### src/rtl/store_merge_if.sv
`default_nettype none
// ============================================================================
//  Module      : store_merge_if
//  Description : Request and memory-side bus bundle for store_merge_unit.
//                slave  modport - seen by the store engine
//                master modport - seen by the requester / memory model
//  Signals     : req_valid/req_ready/req_addr/req_data/req_size  store request
//                mem_addr/mem_rd/mem_wr/mem_wdata/mem_rdata        data memory
//                busy/done/misalign                                status
//  Revision    : 1.0  initial release
// ============================================================================
interface store_merge_if #(
    parameter int DATA_W = 32,
    parameter int ADDR_W = 32
);
    logic              req_valid;
    logic              req_ready;
    logic [ADDR_W-1:0] req_addr;
    logic [DATA_W-1:0] req_data;
    logic [1:0]        req_size;
    logic [ADDR_W-1:0] mem_addr;
    logic              mem_rd;
    logic              mem_wr;
    logic [DATA_W-1:0] mem_wdata;
    logic [DATA_W-1:0] mem_rdata;
    logic              busy;
    logic              done;
    logic              misalign;

    modport slave (
        input  req_valid, req_addr, req_data, req_size, mem_rdata,
        output req_ready, mem_addr, mem_rd, mem_wr, mem_wdata, busy, done, misalign
    );

    modport master (
        output req_valid, req_addr, req_data, req_size, mem_rdata,
        input  req_ready, mem_addr, mem_rd, mem_wr, mem_wdata, busy, done, misalign
    );
endinterface
`default_nettype wire

### src/rtl/store_merge_unit.sv
`default_nettype none
// ============================================================================
//  Module      : store_merge_unit
//  Description : Sub-word store engine. Byte/half/word stores narrower than
//                the memory word run read-modify-write (read aligned word,
//                merge new bytes into their little-endian lanes, write back);
//                full-width stores are written directly.
//  Parameters  : DATA_W (memory word bits, pow2 >= 32), ADDR_W (byte address
//                bits), RD_LAT (memory read latency, >= 1)
//  Ports       : clk, reset (sync, active-high), bus (store_merge_if.slave)
//  Options     : STORE_MISALIGN_EXC_EN - when defined, misaligned requests are
//                rejected with a done+misalign pulse and no memory access;
//                otherwise the address is aligned down to the access size.
//  Revision    : 1.0  initial release
// ============================================================================
module store_merge_unit #(
    parameter int DATA_W = 32,
    parameter int ADDR_W = 32,
    parameter int RD_LAT = 1
) (
    input  wire logic         clk,
    input  wire logic         reset,
    store_merge_if.slave      bus
);
    localparam int NB    = DATA_W / 8;
    localparam int OFF   = $clog2(NB);
    localparam int CNT_W = (RD_LAT > 2) ? $clog2(RD_LAT) : 1;

    localparam logic [1:0] SZ_BYTE = 2'b00;
    localparam logic [1:0] SZ_HALF = 2'b01;
    localparam logic [1:0] SZ_WORD = 2'b10;
    localparam logic [1:0] SZ_FULL = 2'b11;
    localparam bit WORD_IS_FULL = (DATA_W == 32);

    typedef enum logic [2:0] {
        S_IDLE  = 3'd0,
        S_RD    = 3'd1,
        S_WAIT  = 3'd2,
        S_MERGE = 3'd3,
        S_WR    = 3'd4,
        S_DONE  = 3'd5
    } state_t;

    state_t            state_q, state_d;
    logic [ADDR_W-1:0] mem_addr_q, mem_addr_d;   // also the latched aligned address
    logic [OFF-1:0]    lane_q, lane_d;
    logic [1:0]        size_q, size_d;
    logic [DATA_W-1:0] data_q, data_d;
    logic [CNT_W-1:0]  cnt_q, cnt_d;
    logic              req_ready_q, req_ready_d;
    logic              busy_q, busy_d;
    logic              mem_rd_q, mem_rd_d;
    logic              mem_wr_q, mem_wr_d;
    logic              done_q, done_d;
    logic [DATA_W-1:0] mem_wdata_q, mem_wdata_d;

    // ------------------------------------------------------------------
    // Request decode (only meaningful while idle)
    // ------------------------------------------------------------------
    logic           w_req_full;
    logic [OFF-1:0] w_req_lane;
    logic [OFF-1:0] w_lane_aligned;

    always_comb begin
        w_req_lane     = bus.req_addr[OFF-1:0];
        w_req_full     = (bus.req_size == SZ_FULL) ||
                         ((bus.req_size == SZ_WORD) && WORD_IS_FULL);
        w_lane_aligned = w_req_lane;
        if (w_req_full) begin
            w_lane_aligned = '0;
        end else if (bus.req_size == SZ_HALF) begin
            w_lane_aligned[0] = 1'b0;
        end else if (bus.req_size == SZ_WORD) begin
            w_lane_aligned[1:0] = 2'b00;
        end
    end

`ifdef STORE_MISALIGN_EXC_EN
    logic w_req_misalign;
    logic misalign_q, misalign_d;

    always_comb begin
        w_req_misalign = 1'b0;
        if (w_req_full) begin
            w_req_misalign = |w_req_lane;
        end else if (bus.req_size == SZ_HALF) begin
            w_req_misalign = w_req_lane[0];
        end else if (bus.req_size == SZ_WORD) begin
            w_req_misalign = |w_req_lane[1:0];
        end
    end
`endif

    // ------------------------------------------------------------------
    // Lane merge: old word with bytes lane..lane+n-1 replaced
    // ------------------------------------------------------------------
    logic [DATA_W-1:0] w_ones;
    logic [DATA_W-1:0] w_low_mask;
    logic [DATA_W-1:0] w_merged;
    logic [OFF+2:0]    w_sh;

    always_comb begin
        w_ones = '1;
        case (size_q)
            SZ_BYTE: w_low_mask = w_ones >> (DATA_W - 8);
            SZ_HALF: w_low_mask = w_ones >> (DATA_W - 16);
            default: w_low_mask = w_ones >> (DATA_W - 32);
        endcase
        w_sh     = {lane_q, 3'b000};
        w_merged = (bus.mem_rdata & ~(w_low_mask << w_sh)) |
                   ((data_q & w_low_mask) << w_sh);
    end

    // ------------------------------------------------------------------
    // Next state and next (registered) outputs
    // ------------------------------------------------------------------
    always_comb begin
        state_d     = state_q;
        mem_addr_d  = mem_addr_q;
        lane_d      = lane_q;
        size_d      = size_q;
        data_d      = data_q;
        cnt_d       = cnt_q;
        mem_wdata_d = '0;
`ifdef STORE_MISALIGN_EXC_EN
        misalign_d  = 1'b0;
`endif

        case (state_q)
            S_IDLE: begin
                if (bus.req_valid) begin
                    mem_addr_d = {bus.req_addr[ADDR_W-1:OFF], {OFF{1'b0}}};
                    lane_d     = w_lane_aligned;
                    size_d     = bus.req_size;
                    data_d     = bus.req_data;
`ifdef STORE_MISALIGN_EXC_EN
                    if (w_req_misalign) begin
                        state_d    = S_DONE;
                        misalign_d = 1'b1;
                    end else
`endif
                    if (w_req_full) begin
                        state_d     = S_WR;
                        mem_wdata_d = bus.req_data;
                    end else begin
                        state_d = S_RD;
                    end
                end
            end
            S_RD: begin
                state_d = (RD_LAT > 1) ? S_WAIT : S_MERGE;
                cnt_d   = CNT_W'((RD_LAT > 1) ? RD_LAT - 2 : 0);
            end
            S_WAIT: begin
                if (cnt_q == '0) begin
                    state_d = S_MERGE;
                end else begin
                    cnt_d = cnt_q - 1'b1;
                end
            end
            S_MERGE: begin
                state_d     = S_WR;
                mem_wdata_d = w_merged;
            end
            S_WR:    state_d = S_DONE;
            S_DONE:  state_d = S_IDLE;
            default: state_d = S_IDLE;
        endcase

        req_ready_d = (state_d == S_IDLE);
        busy_d      = (state_d != S_IDLE);
        mem_rd_d    = (state_d == S_RD);
        mem_wr_d    = (state_d == S_WR);
        done_d      = (state_d == S_DONE);
        if (state_d == S_IDLE) begin
            mem_addr_d = '0;
        end
    end

    always_ff @(posedge clk) begin
        if (reset) begin
            state_q     <= S_IDLE;
            mem_addr_q  <= '0;
            lane_q      <= '0;
            size_q      <= '0;
            data_q      <= '0;
            cnt_q       <= '0;
            req_ready_q <= 1'b1;   // ready as soon as reset drops
            busy_q      <= 1'b0;
            mem_rd_q    <= 1'b0;
            mem_wr_q    <= 1'b0;
            done_q      <= 1'b0;
            mem_wdata_q <= '0;
`ifdef STORE_MISALIGN_EXC_EN
            misalign_q  <= 1'b0;
`endif
        end else begin
            state_q     <= state_d;
            mem_addr_q  <= mem_addr_d;
            lane_q      <= lane_d;
            size_q      <= size_d;
            data_q      <= data_d;
            cnt_q       <= cnt_d;
            req_ready_q <= req_ready_d;
            busy_q      <= busy_d;
            mem_rd_q    <= mem_rd_d;
            mem_wr_q    <= mem_wr_d;
            done_q      <= done_d;
            mem_wdata_q <= mem_wdata_d;
`ifdef STORE_MISALIGN_EXC_EN
            misalign_q  <= misalign_d;
`endif
        end
    end

    // Outputs are forced low for the whole reset cycle, so an in-flight
    // write or done pulse is suppressed in the very cycle reset rises.
    assign bus.req_ready = req_ready_q & ~reset;
    assign bus.busy      = busy_q & ~reset;
    assign bus.mem_rd    = mem_rd_q & ~reset;
    assign bus.mem_wr    = mem_wr_q & ~reset;
    assign bus.done      = done_q & ~reset;
    assign bus.mem_addr  = reset ? '0 : mem_addr_q;
    assign bus.mem_wdata = reset ? '0 : mem_wdata_q;
`ifdef STORE_MISALIGN_EXC_EN
    assign bus.misalign  = misalign_q & ~reset;
`else
    assign bus.misalign  = 1'b0;
`endif

endmodule
`default_nettype wire

### src/flat_wrapper.sv
// flat-port wrapper written by rule: the top's interface ports become plain ports
module store_merge_unit_flat 
#(
    parameter int DATA_W = 32,
    parameter int ADDR_W = 32,
    parameter int RD_LAT = 1
)
  (clk, reset, bus_req_valid, bus_req_addr, bus_req_data, bus_req_size, bus_mem_rdata, bus_req_ready, bus_mem_addr, bus_mem_rd, bus_mem_wr, bus_mem_wdata, bus_busy, bus_done, bus_misalign);
  store_merge_if #(.DATA_W(DATA_W), .ADDR_W(ADDR_W)) bus_i ();
  input  wire logic clk;
  input  wire logic reset;
  input wire logic [$bits(bus_i.req_valid)-1:0] bus_req_valid;
  input wire logic [$bits(bus_i.req_addr)-1:0] bus_req_addr;
  input wire logic [$bits(bus_i.req_data)-1:0] bus_req_data;
  input wire logic [$bits(bus_i.req_size)-1:0] bus_req_size;
  input wire logic [$bits(bus_i.mem_rdata)-1:0] bus_mem_rdata;
  output wire logic [$bits(bus_i.req_ready)-1:0] bus_req_ready;
  output wire logic [$bits(bus_i.mem_addr)-1:0] bus_mem_addr;
  output wire logic [$bits(bus_i.mem_rd)-1:0] bus_mem_rd;
  output wire logic [$bits(bus_i.mem_wr)-1:0] bus_mem_wr;
  output wire logic [$bits(bus_i.mem_wdata)-1:0] bus_mem_wdata;
  output wire logic [$bits(bus_i.busy)-1:0] bus_busy;
  output wire logic [$bits(bus_i.done)-1:0] bus_done;
  output wire logic [$bits(bus_i.misalign)-1:0] bus_misalign;
  assign bus_i.req_valid = bus_req_valid;
  assign bus_i.req_addr = bus_req_addr;
  assign bus_i.req_data = bus_req_data;
  assign bus_i.req_size = bus_req_size;
  assign bus_i.mem_rdata = bus_mem_rdata;
  assign bus_req_ready = bus_i.req_ready;
  assign bus_mem_addr = bus_i.mem_addr;
  assign bus_mem_rd = bus_i.mem_rd;
  assign bus_mem_wr = bus_i.mem_wr;
  assign bus_mem_wdata = bus_i.mem_wdata;
  assign bus_busy = bus_i.busy;
  assign bus_done = bus_i.done;
  assign bus_misalign = bus_i.misalign;
  store_merge_unit #(.DATA_W(DATA_W), .ADDR_W(ADDR_W), .RD_LAT(RD_LAT)) u_core (.clk(clk), .reset(reset), .bus(bus_i));
endmodule
### config.mk
export PLATFORM = sky130hd
export DESIGN_NAME = store_merge_unit_flat
export DESIGN_NICKNAME = d
export VERILOG_FILES = /design/src/rtl/store_merge_if.sv /design/src/rtl/store_merge_unit.sv /design/src/flat_wrapper.sv
export SDC_FILE = /design/constraint.sdc
export NUM_CORES = 1
export LEC_CHECK = 0
export CAP_MARGIN = 25
export CORE_AREA = 8 8 114 116
export DETAILED_ROUTE_END_ITERATION = 10
export DIE_AREA = 0 0 122 124
export GPL_ROUTABILITY_DRIVEN = 1
export GPL_TIMING_DRIVEN = 0
export PLACE_DENSITY = 0.81
export SETUP_SLACK_MARGIN = 0.05
export SLEW_MARGIN = 10
export SYNTH_ARGS = -nofsm -noshare
export SYNTH_HDL_FRONTEND = slang
export SYNTH_SLANG_ARGS = --single-unit
### constraint.sdc
create_clock -name clk -period 2.4 [get_ports clk]
set_input_delay 0.6 -clock clk [delete_from_list [all_inputs] [get_ports clk]]
set_output_delay 0.6 -clock clk [all_outputs]
set_load 0.02 [all_outputs]
==> After elaboration in Yosys (flattened, before gate mapping) <==
Index checks and enable logic that the tools add are counted.
{ "op_classes": {"addsub": 1, "eq_ne": 11, "shift": 2, "mux": 16, "bitwise": 10, "n_reduce_logical": 8} }
{ "op_table": {"columns": ["operator", "count"], "rows": [
  ["32-bit two-way mux", 4],
  ["32-bit one-hot mux with 2 select lines", 2],
  ["32-bit bitwise AND", 2],
  ["32-bit by 5-bit << shifter with 32-bit output", 2],
  ["32-bit NOT", 1],
  ["32-bit OR", 1],
  ["3-bit one-hot mux with 5 select lines", 1],
  ["3-bit == test (second input constant)", 3],
  ["3-bit two-way mux", 3],
  ["3-bit by 1-bit == test with 1-bit output (second input constant)", 2],
  ["3-bit by 2-bit == test with 1-bit output (second input constant)", 2],
  ["3-bit zero test", 2],
  ["1-bit bitwise AND", 5],
  ["2-bit by 1-bit == test with 1-bit output (second input constant)", 2],
  ["2-bit == test (second input constant)", 2],
  ["2-bit two-way mux", 2],
  ["1-bit two-way mux", 3],
  ["3-bit nonzero test", 1],
  ["2-bit zero test", 1],
  ["1-bit one-hot mux with 2 select lines", 1],
  ["2-bit AND reduction", 1],
  ["2-bit nonzero test", 1],
  ["2-bit OR reduction", 1],
  ["1-bit logical OR", 1],
  ["2 further kinds", 2]
]} }
{ "word_totals": {"regBits": 107, "output_inout_bits": 70, "wordCells": 60} }

==> Depth between registers and ports, before layout <==
Gate-level depths: netlist of the first run.
{ "logic_depth": {"ltp_word": 7, "mapped_depth": 7} }

==> Least setup slack after synthesis of the first run <==
Ideal clock, no wire load.
{ "synth_path": {"path_kind": "in2out", "from": "input port reset", "to": "output port bus_mem_addr[30]", "arrival_ps": 1590, "slack_ps": 210, "stages": 4, "path_buffers": 3, "cell_sequence": "clkbuf_1 -> buf_1 -> clkbuf_1 -> nor2b_1"} }
{ "synth_via": {"elab_chain_len": 1} }
{ "synth_rtl": {"columns": ["item", "line_no", "text"], "rows": [
  ["start, declared", "flat_wrapper.sv:11", "input wire logic reset;"],
  ["32-bit two-way mux", "store_merge_unit.sv:223", "assign bus.mem_addr = reset ? '0 : mem_addr_q;"],
  ["end, declared", "flat_wrapper.sv:18", "output wire logic [$bits(bus_i.mem_addr)-1:0] bus_mem_addr;"]
]} }
No other way between the ends.

==> Worst setup path after layout of the first run <==
Ends and elaborated chain as after synthesis.

==> results of run 1 <==
[sequential cells by signal, indices dropped and copies added (netlist names)]
| name | count |
|---|---|
| u_core.data_q | 32 |
| u_core.mem_wdata_q | 32 |
| u_core.mem_addr_q | 30 |
| u_core.state_q | 3 |
| u_core.lane_q | 2 |
| u_core.size_q | 2 |
| u_core.busy_q | 1 |
| u_core.done_q | 1 |
| u_core.mem_rd_q | 1 |
| u_core.mem_wr_q | 1 |
| u_core.req_ready_q | 1 |
[cell families after synthesis]
group                     Yosys count  synth area share (%)
AOI/OAI and AO/OA                 166                  22.0
buffers and inverters              62                  5.62
xor gates and xnor gates            1                 0.180
and+or+nand+nor                   259                  25.1
other                               1                0.0769
muxes                              16                  3.49
DFF                               106                  43.5
[cells in the mapped netlist (all sizes together), types with 2 or more instances]
master	n	area [µm²]
dfxtp	106	2120
nand2	142	533
a222oi	8	80.1
and3	9	56.3
o32ai	8	70.1
nor3	5	40.0
nor2b	69	432
a21oi	77	385
a22oi	16	120
or2	2	12.5
buf	27	143
nand2b	2	12.5
inv	10	37.5
mux2i	8	80.1
nor3b	2	20.0
nor2	23	86.3
mux2	8	90.1
a22o	24	210
and2	2	12.5
clkbuf	25	93.8
nand3	2	10.0
o21ai	26	130
[through the flow]
step | hold slack, ns | worst slack, ns
6_report | 0.453 | 0.0938
5_1_grt | 0.474 | 0.0317
4_1_cts | 0.452 | 0.0659
3_5_place_dp | 0.443 | -0.908
3_3_place_gp | 0.437 | -0.895
2_1_floorplan | 0.432 | 0.210
[worst register-to-register path, delay by kind of cell (launching register included)]
family / cells / cell delay (ns)
and+or+nand+nor: 2 / 0.69
AOI/OAI and AO/OA: 2 / 0.47
DFF: 1 / 0.44
buffers and inverters: 1 / 0.43
[routing by layer]
| layer | vias to the layer above | routed length (µm) | track usage (%) |
|---|---|---|---|
| li1 | 2427 | - | - |
| met1 | 2369 | 6810 | 24.5 |
| met2 | 245 | 8010 | 36.2 |
| met3 | 39 | 1620 | 7.07 |
| met4 | 0 | 610 | 11.1 |
| met5 | - | 0 | 0 |
[where the power goes]
group / internal (W) / switching, W / leakage [nW]
Combinational: 0.000724 / 0.00113 / 1.92
Sequential: 0.00203 / 0.000178 / 0.863
Clock: 0.000855 / 0.000607 / 0.141
Total: 0.00361 / 0.00192 / 2.93
[timing repair]
item | CTS | global route
setup endpoints to repair | 67 | 2
setup buffers | 0 | 0
endpoints found under the hold margin | 0 | 0
pin swaps | 0 | 0
resized for setup | 83 | 2
[path summary, 6_finish.rpt]
| kind | start | to | slack [ns] |
|---|---|---|---|
| worst max-delay path | reset | bus_mem_addr[30] | 0.09 |
| worst min-delay path | u_core.mem_addr_q[14]$_SDFFE_PP0P_ | u_core.mem_addr_q[14]$_SDFFE_PP0P_ | 0.45 |
| worst max register to register | u_core.state_q[1]$_SDFF_PP0_ | u_core.mem_wdata_q[18]$_SDFF_PP0_ | 0.31 |
| worst min register to register | u_core.mem_addr_q[14]$_SDFFE_PP0P_ | u_core.mem_addr_q[14]$_SDFFE_PP0P_ | 0.45 |
[cell type report]
class,count,area [µm²],share of cell area (%)
sequential,106,2120,30.4
tap,143,179,2.57
inverter,10,37.5,0.538
buffer,52,272,3.89
clock buffer,12,256,3.68
clock inverter,2,37.5,0.538
multi-input combinational,445,2490,35.7
timing repair buffer,166,1580,22.7
==> out/qor.csv, run 1 <==
stage;metric;value;unit
route;firstDrtPassIters;5;
setup_path;startpoint_type;input pin;
floorplanning;initial_utilization;43.6;%
route;ant_nets;0;
synth;ys_async_sr_fraction;0;%
sta;drv_slew;0;
global_routing;grt_max_degree;16;
sta;final-setup-viol-count;0;
synth;syn_inst;611;
cts;cts_hold_buf;0;
layout;syn2layout_area_growth;43.0;%
cts;cts.sinks;106;
layout;fin_area;6970;µm²
place;placedCellCount;922;
route;drtIter0Drc;377;
layout;layout-drive-gt1-share;7.94;%
floorplanning;ios;171;
place;place_area;6720;µm²
place;gp_congestion;0.945;
layout;layout_common_cells;nand2_1, dfxtp_1, clkdlybuf4s50_1;
min_path;hp-class;reg -> reg;
floorplanning;die_h;124;µm
layout;diodes;0;
sta;fin_worst_skew;0.00799;ns
route;vias;5080;
setup_path;cp.required;1.80;ns
setup_path;critPathTopFamily;buffers and inverters;
sta;max_freq;434;MHz
global_routing;grt_pass1_wl;26000;µm
setup_path;r2r_cells;5;
global_routing;grt.total_usage;21.7;%
global_routing;antenna_found_initial;0;
setup_path;crit_fanout;10;
layout;final_nets;891;
synth;synth-seq-cells;106;
synth;synth_flop_cell;dfxtp_1;
synth;syn-cell-area;4870;µm²
cts;clockBufferDepth;2;
sta;tightest_slew;0.711;ns
sta;slew-limit-headroom;52.1;%
cts;clk_latency;0.34;ns
synth;ys_seq_area_share;43.5;%
global_routing;grt_pass1_vias;5192;
place;dp_hpwl;13300;µm
floorplanning;rows;39;
synth;synth.distinct_cells;37;
sta;hold_viol_final;0;
power;power;0.00553;W
route;vias_per_cell;5.43;
status;status;finished clean;
layout;final_util;62.4;%
cts;path_clk_slew;0.07;ns
sta;rsz0062_at_grt;true;
layout;nFillCells;984;
power;p_per_area;793;nW/µm²
layout;fin_cells;936;
cts;cts_tree;yes;
setup_path;worstPathArrival;1.71;ns
setup_path;slowest_stage;clkdlybuf4s15_1;
setup_path;critical_path_buf_inv_count;4;
setup_path;max_stage_delay;0.33;ns
setup_path;cp.depth;5;
job;cap_violations;0;
sta;tns;0;ns
power;leakagePower;2.93;nW
cts;cts_buffers;9;
synth;syn_avg_cell_area;7.98;µm²
floorplanning;core;11200;µm²
route;wl_per_cell;18.2;µm
route;postRouteWirelength;17100;µm
floorplanning;die-area;15100;µm²
sta;period_needed;2.31;ns
setup_path;crit_type;in -> out;
global_routing;grt-ovfl-total;0;
power;ir_drop;0.429;mV
place;port_buffers;166;
setup_path;path_cells;clkbuf_4, buf_4, clkbuf_2, nor2b_1, clkdlybuf4s15_1;
cts;cts_root_buffer;clkbuf_16;
floorplanning;fp.dieW;122;µm
sta;min_period_over_period;96.1;%
route;drc;0;
cts;ctsHtreeMaxLevel;3;
synth;synth-edff-count;0;
layout;layout_commonest_cell;nand2_1;
min_path;holdPathStages;2;
synth;synth_warnings;0;
setup_path;worstSetupEndpointType;primary output;
(Power assumes the default switching activity.)
==> inputs of run 2 (changes only) <==
Settings changed: PLACE_DENSITY 0.81 to 0.89.
==> run 2 against run 1 <==
Effect of this change: core utilization down 0.25 points; worst hold slack got worse by 0.0023 ns; sequential share of layout area grew 0.12 points; final cell count is 0.21% higher; worst setup slack better by 0.029 ns; flip-flop and latch count unchanged; critical path type unchanged; largest power group unchanged.
==> out/qor.csv, run 2 (synthesis gave the netlist of run 1 again) <==
stage;metric;value;unit
layout;layout_commonest_cell;nand2_1;
layout;nFillCells;1010;
global_routing;grt_pass1_vias;4791;
layout;final_nets;891;
layout;final_util;62.2;%
setup_path;rrSetupSlack;0.40;ns
power;combPwrFrac;33.8;%
sta;max_freq;439;MHz
sta;final-setup-viol-count;0;
cts;clockBufferDepth;2;
layout;diodes;0;
power;p_sw;0.00196;W
power;ir_drop;0.475;mV
route;vias_per_cell;5.28;
sta;min_period_over_period;94.9;%
global_routing;grt_pass1_wl;24500;µm
min_path;holdPathStages;2;
sta;tightest_slew;0.696;ns
route;maxUsedRoutingLayer;met4;
floorplanning;ios;171;
setup_path;crit_type;in -> out;
floorplanning;fp.dieW;122;µm
power;power;0.00543;W
layout;layout-drive-gt1-share;8.18;%
setup_path;critPathTopFamily;buffers and inverters;
setup_path;r2r_cells;5;
cts;cts_root_buffer;clkbuf_16;
setup_path;cp.required;1.80;ns
route;drtIter0Drc;370;
layout;seqCellArea;2120;µm²
layout;syn2layout_area_growth;42.5;%
route;ant_nets;0;
cts;cts_hold_buf;0;
global_routing;grt.total_usage;20.7;%
layout;fin_cells;938;
cts;cts_buffers;9;
sta;final.setup.worst_slack;0.123;ns
layout;layout_common_cells;nand2_1, dfxtp_1, clkdlybuf4s50_1;
sta;drv_slew;0;
floorplanning;rows;39;
route;wl_per_cell;17.2;µm
cts;ctsHtreeMaxLevel;3;
floorplanning;die-area;15100;µm²
floorplanning;core;11200;µm²
cts;cts_setup_buffers;0;
setup_path;timing.rr.start;u_core.state_q[1]$_SDFF_PP0_;
route;met1_length;6430;µm
setup_path;rr_endpoint;u_core.mem_wdata_q[16]$_SDFF_PP0_;
setup_path;critical_path_buf_inv_count;4;
sta;slew-limit-headroom;53.5;%
place;port_buffers;166;
route;postRouteWirelength;16100;µm
setup_path;path_cells;clkbuf_4, buf_4, clkbuf_2, nor2b_1, clkdlybuf4s15_1;
cts;cts_tree;yes;
place;placedCellCount;922;
layout;multi_input_area;2490;µm²
route;wl_met3;1690;µm
global_routing;grt_max_degree;19;
setup_path;worstPathArrival;1.68;ns
min_path;hp-start;u_core.mem_addr_q[28]$_SDFFE_PP0P_;
power;sequentialPowerShare;40.5;%
status;status;finished clean;
route;firstDrtPassIters;5;
setup_path;crit_fanout;10;
place;dp_slack;-0.830;ns
sta;rsz0062_at_grt;false;
power;switching_share;36.1;%
cts;clk_latency;0.34;ns
global_routing;grt-ovfl-total;0;
sta;fin_worst_skew;0.00804;ns
layout;largestRegisters;u_core.data_q x32, u_core.mem_wdata_q x32, u_core.mem_addr_q x30;
place;dp_hpwl;12200;µm
setup_path;worstSetupEndpointType;primary output;
route;drc;0;
cts;cts.sinks;106;
setup_path;startpoint_type;input pin;
floorplanning;initial_utilization;43.6;%
sta;hold_viol_final;0;
setup_path;slowest_stage;clkdlybuf4s15_1;
min_path;worstHoldEndpoint;u_core.mem_addr_q[28]$_SDFFE_PP0P_;
power;p_int;0.00347;W
min_path;hp-class;reg -> reg;
route;vias;4956;
cts;path_clk_slew;0.07;ns
power;leakagePower;2.90;nW
route;dr_wl_met2;7500;µm
global_routing;antenna_found_initial;0;
setup_path;max_stage_delay;0.34;ns
sta;period_needed;2.28;ns
job;cap_violations;0;
place;gp_congestion;0.957;
power;p_per_area;782;nW/µm²
power;power_frac_clock;25.7;%
floorplanning;die_h;124;µm
-- run 2: cell types whose count changed in the layout (fill, tap and decap cells not counted), sizes merged --
cell / previous run / this run
clkbuf: 37 / 35
inv: 10 / 13
bufinv: 1 / 0
dlygate4sd2: 65 / 66
dlymetal6s2s: 1 / 0
clkinv: 0 / 2
-- run 2: what timing repair did --
action | in CTS | in global routing
resized for setup | 83 | 1
setup endpoints to repair | 67 | 1
pin swaps | 0 | 0
-- run 2: routing by layer --
| layer | up-vias | global-route usage [%] |
|---|---|---|
| met5 | - | 0 |
| met1 | 2234 | 23.8 |
| li1 | 2429 | - |
| met4 | 0 | 8.79 |
| met2 | 254 | 34.7 |
| met3 | 39 | 6.71 |
-- run 2: worst max path at each step --
| stage | start | endpoint | cells past startpoint | slack, ns |
|---|---|---|---|---|
| final | reset | bus_mem_addr[30] | 5 | 0.12 |
| after global routing | reset | bus_mem_addr[30] | 5 | 0.05 |
| after CTS | reset | bus_mem_addr[30] | 5 | 0.11 |
| after detailed placement | reset | bus_mem_addr[30] | 5 | -0.83 |
| after global placement | reset | bus_mem_addr[30] | 5 | -0.82 |
| after floorplan | reset | bus_mem_addr[30] | 4 | 0.21 |
-- run 2: power groups by stage --
stage,sequential (W),clock (W),combinational [W]
2_1_floorplan,0.00218,0,0.00121
3_3_place_gp,0.00222,0,0.00183
3_5_place_dp,0.00223,0,0.00186
4_1_cts,0.00219,0.00141,0.00182
5_1_grt,0.00223,0.00149,0.00202
6_report,0.00220,0.00140,0.00184
-- run 2: layout make-up --
type,count,area share (%)
Sequential cell,106,30.6
Buffer,52,3.82
Clock inverter,6,0.685
Clock buffer,10,3.30
Timing Repair Buffer,166,22.7
Inverter,10,0.540
Tap cell,143,2.58
Multi-Input combinational cell,445,35.8
-- run 2: per-stage QoR --
| step | area (µm²) | hold WS (ns) | setup TNS [ns] |
|---|---|---|---|
| final | 6950 | 0.451 | 0 |
| after global routing | 6950 | 0.465 | 0 |
| after CTS | 6940 | 0.452 | 0 |
| after detailed placement | 6720 | 0.443 | -27.16 |
| after global placement | 6720 | 0.437 | -26.60 |
| after floorplan | 4880 | 0.432 | 0 |
-- run 2: worst min-delay path, cell delays in order (launching register included) --
cell	delay, ns
dfxtp_1	0.30
nand2_1	0.05
a21oi_1	0.05
==> RTL change 1: new RTL, settings of run 2 <==
Build with the macro `STORE_MISALIGN_EXC_EN` defined.
--- a/src/rtl/store_merge_unit.sv
+++ b/src/rtl/store_merge_unit.sv
@@ -14,4 +14,6 @@
 //  Revision    : 1.0  initial release
 // ============================================================================
+`define STORE_MISALIGN_EXC_EN
+
 module store_merge_unit #(
     parameter int DATA_W = 32,
Check against the original RTL: not equivalent (a bounded check fails within 4 cycles, from zero or initial values and one cycle with reset high).
==> RTL change 1 against run 2 <==
Area after synthesis rose by 4.2%; core utilization rose by 1.2 points; global-route usage rose by 1.4 points; first-iteration DRC count rose by 22%; wire length rose by 4.4%; sequential cell count rose by 1; final area rose by 1.9%; setup slack got worse by 0.038 ns; sequential share of layout area fell by 0.30 points; synthesized cell count rose by 5.7%; power fell by 4.9%; largest power group unchanged.
==> RTL change 1: results (changes against run 2) <==
* Final Net Count: 928 (+4.2%)
* Register bit count reported by yosys: 107 (+0.94%)
- By area the synthesized netlist is led by sky130_fd_sc_hd__dfxtp_1 (42%), sky130_fd_sc_hd__nand2_1 (11%), sky130_fd_sc_hd__nor2b_1 (8.9%), sky130_fd_sc_hd__a21oi_1 (6.7%), sky130_fd_sc_hd__nor2_1 (2.7%).
* Distinct cell type count after synthesis: 43 (+16%)
- The reported leakage power was 2.80 nW (-3.7%).
* VDD IR max: 0.451 mV (-5.0%)
- Peak per-stage delay on the critical path: 0.45 ns (+0.11 ns)
* Biggest registers after layout: u_core.data_q x32, u_core.mem_wdata_q x32, u_core.mem_addr_q x30
- Global-route wire length before repair: 26400 µm (+7.7%)
- The number of standard cells in the layout, taps in and fillers out is 975 (+3.9%).
- The global routing usage summed across all routing layers was 22.1% (+1.4 points).
- The via density per instance was 5.43 (+2.8%).
* Ratio of cells with drive above 1 in the final layout: 16.6% (+8.4 points)
- Run status: complete, no violations
* Final Skew: 0.00780 ns (-0.000244 ns)
- The number of synthesized flops with an enable pin was 0 (unchanged).
* WP data arrival: 1.71 ns (+0.03 ns)
* Number of cells after detailed placement: 958 (+3.9%)
- Maximum number of pins on one net before global-route repair: 19 (unchanged)
- Synth warn: 0 (unchanged)
- The number of optimization iterations in the first detailed-route pass is 5 (unchanged).
- In the synthesized netlist, the cells that appear most often are sky130_fd_sc_hd__nand2_1 (151), sky130_fd_sc_hd__dfxtp_1 (107), sky130_fd_sc_hd__nor2b_1 (72).
- Worst path slowest cell: sky130_fd_sc_hd__clkdlybuf4s50_1
- The async set-reset flop share out of synthesis is 0% (unchanged).
- Relative slew margins: 51.8% (-1.7 points)
* Share of the yosys chip area belonging to registers: 42.2% (-1.4 points)
- Mean instance size in the synthesized netlist: 7.86 µm² (-1.5%)
- The average routed wire per standard cell came to 17.2 µm (+0.41%).
* Number of global-route vias before repair: 5222 (+9.0%)
* Initial DRC Count: 452 (+22%)
- The path class of the tightest hold or removal check is flop to flop.
- The number of buffers added by the clock tree synthesis step was 9 (unchanged).
- The number of antenna violations at the first check in global routing came to 0 (unchanged).
- For this run, the leading register cell type out of synthesis is sky130_fd_sc_hd__dfxtp_1.
* Worst-Skew Late Latency: 0.35 ns
* Post-Place Cell Area: 6940 µm² (+3.3%)
- Family with the most delay on the worst path: buffers and inverters
- The global placement routability congestion came to 0.907 (-5.2%).
* Diodes inserted: 0 (unchanged)
- The post-DP HPWL was 13000 µm (+6.9%).
- Count of input and output buffers: 168 (+1.2%)
==> RTL change 1: cell count changes in the layout (fill, tap and decap cells not counted), sizes merged, moves of 9 or more <==
cell and delta:
nand2 +9, a211oi +10, dlygate4sd2 -66, nor2 +15, a22o -24, buf +79, a21oi -9, and2 +9
==> RTL change 1: timing repair <==
item | 4_1_cts | 5_1_grt
endpoints found under the setup margin | 68 | 24
setup buffers | 1 | 0
gates cloned | 0 | 0
resized for setup | 298 | 17
==> RTL change 1: logic make-up after synthesis <==
logic type | after synthesis | share of synthesized area, %
xor+xnor | 1 | 0.172
buf+inv | 69 | 6.48
compound gates | 165 | 21.2
flops | 107 | 42.2
mux | 16 | 3.35
other cells | 1 | 0.0738
simple gates | 287 | 26.5
==> RTL change 1: final timing paths <==
check | startpoint | to | slack (ns) | cells past startpoint
worst max register to register | u_core.state_q[2] | u_core.mem_wdata_q[16] | 0.55 | 5
worst max-delay path | reset | bus_mem_wdata[25] | 0.09 | 5
worst min register to register | u_core.mem_addr_q[30] | u_core.mem_addr_q[30] | 0.45 | 2
worst min-delay path | u_core.mem_addr_q[30] | u_core.mem_addr_q[30] | 0.45 | 2
==> RTL change 1: metrics by stage <==
step | total power [mW] | worst slack, ns
2_1_floorplan | 2.95 | 0.488
3_3_place_gp | 3.47 | -0.933
3_5_place_dp | 3.50 | -0.939
4_1_cts | 5.17 | 0.0125
5_1_grt | 5.41 | 0.0465
6_report | 5.17 | 0.0854
==> RTL change 1: cell type report <==
type                       instances  area [µm²]
buffer                            59         374
multi-input combinational        471        2620
timing repair buffer             169        1380
inverter                          10        37.5
clock inverter                     7         124
clock buffer                       9         225
tap                              143         179
sequential                       107        2140
fill                             995        4100
==> RTL change 1: worst reg2reg max path, stage by stage, from the launching register on <==
cell and delay (ns):
sky130_fd_sc_hd__dfxtp_1 0.33, sky130_fd_sc_hd__buf_4 0.17, sky130_fd_sc_hd__nor2_1 0.31, sky130_fd_sc_hd__nand3_1 0.22
sky130_fd_sc_hd__nor2_1 0.50, sky130_fd_sc_hd__a221o_1 0.26
==> RTL change 1: power breakdown <==
part | internal (mW) | switching, mW
sequential | 1.97 | 0.131
combinational | 0.563 | 0.799
clock | 1.03 | 0.680
==> RTL change 1: metal layers <==
layer  share of wire [%]  vias up  routed length (µm)  track usage [%]
li1                    -     2556                   -                -
met4                 3.1        0                 527             8.48
met3                  12       45                1940             8.34
met2                  48      274                8060             37.7
met1                  37     2423                6270             24.5
met5                   0        -                   0                0
==> RTL change 2: new RTL, settings of run 2 <==
Made on the original files. Make the reset (`reset`) asynchronous in one clocked block.
--- a/src/rtl/store_merge_unit.sv
+++ b/src/rtl/store_merge_unit.sv
@@ -178,5 +178,5 @@
     end
 
-    always_ff @(posedge clk) begin
+    always_ff @(posedge clk or posedge reset) begin
         if (reset) begin
             state_q     <= S_IDLE;
Function: no difference found for any inputs over 4 cycles, from zero or initial values and one cycle with reset high; that may be too few to reach the edited logic, so the function may still have changed.
==> RTL change 2 against run 2 <==
Setup slack got worse by 0.030 ns; non-clock buffer count decreased by 7; sequential cell count unchanged; wire length increased by 11%; clock skew increased by 0.0061 ns; area after synthesis increased by 4.9%; final area increased by 4.8%; critical path type unchanged.
Power is not compared: it rests on default switching activity, and its combinational part moved more than twofold at a synthesized area within 25%.
==> RTL change 2: results (changes against run 2) <==
* Met3 WL post-DR: 1310 µm (-22%)
- Total of fill cells in the finished design: 968 (-4.2%)
- The maximum number of pins on one net before global-route repair came to 39 (+20).
- List of most frequent post-synthesis cells: sky130_fd_sc_hd__nand2_1 (194), sky130_fd_sc_hd__dfrtp_1 (105), sky130_fd_sc_hd__nor2b_1 (68)
* Total number of vias: 4963 (+0.14%)
- The post-synthesis share of cell area spent on xor and xnor gates was 0.171% (-0.0084 points).
- Critical Path End: bus_mem_wdata[4]
- The adder and majority cell fraction of the synthesized area is 0.196% (+0.20 points).
- Initial DRC Count: 418 (+13%)
* Critical R2R Capture: u_core.mem_wdata_q[15]
- Total non-filler cell area in the finished layout: 7280 µm² (+4.8%)
* Slack of the worst reg-to-reg path: 0.48 ns (+0.08 ns)
- Share of the yosys chip area belonging to registers: 51.9% (+8.4 points)
* Run status: complete, no violations
- Clk_buf instances: 11 (+1)
* Distinct cell type count after synthesis: 36 (-2.7%)
- Met2 capacity usage during global routing: 40.5% (+5.7 points)
- The global routing usage summed across all routing layers came to 23.6% (+3.0 points).
* Final Skew: 0.0141 ns (+0.00607 ns)
* Layout buffering overhead excluding clock cells: 26.0% (-0.58 points)
* Met1 routed wirelength after detailed routing: 7310 µm (+14%)
- WP data arrival: 1.71 ns (+0.03 ns)
* Mean instance size in the synthesized netlist: 8.83 µm² (+11%)
* GR Util met1: 29.2% (+5.4 points)
* Number of global-route vias before repair: 5177 (+8.1%)
- The tightest hold margin came to 0.482 ns (+0.0315 ns).
- The number of nets in the finished design came to 861 (-3.4%).
==> RTL change 2: cell types whose count changed after synthesis, moves of 16 or more <==
cell	delta
sky130_fd_sc_hd__dfxtp_1	-106
sky130_fd_sc_hd__dfrtp_1	+105
sky130_fd_sc_hd__nand2_1	+52
sky130_fd_sc_hd__a21oi_1	-44
sky130_fd_sc_hd__a22o_1	-24
sky130_fd_sc_hd__a22oi_1	-16
sky130_fd_sc_hd__a32oi_1	+16
==> RTL change 2: critical path, cell delays in order <==
cell                              delay, ns
sky130_fd_sc_hd__clkbuf_1              0.40
sky130_fd_sc_hd__nor2b_1               0.13
sky130_fd_sc_hd__clkdlybuf4s50_1       0.57
==> RTL change 2: logic make-up after synthesis <==
group	Yosys count
other	1
buffers and inverters	48
adder cells (fa/ha/maj)	1
flip-flops	106
multiplexers	16
AO/OA/AOI/OAI	112
XOR/XNOR	1
AND/OR/NAND/NOR	294
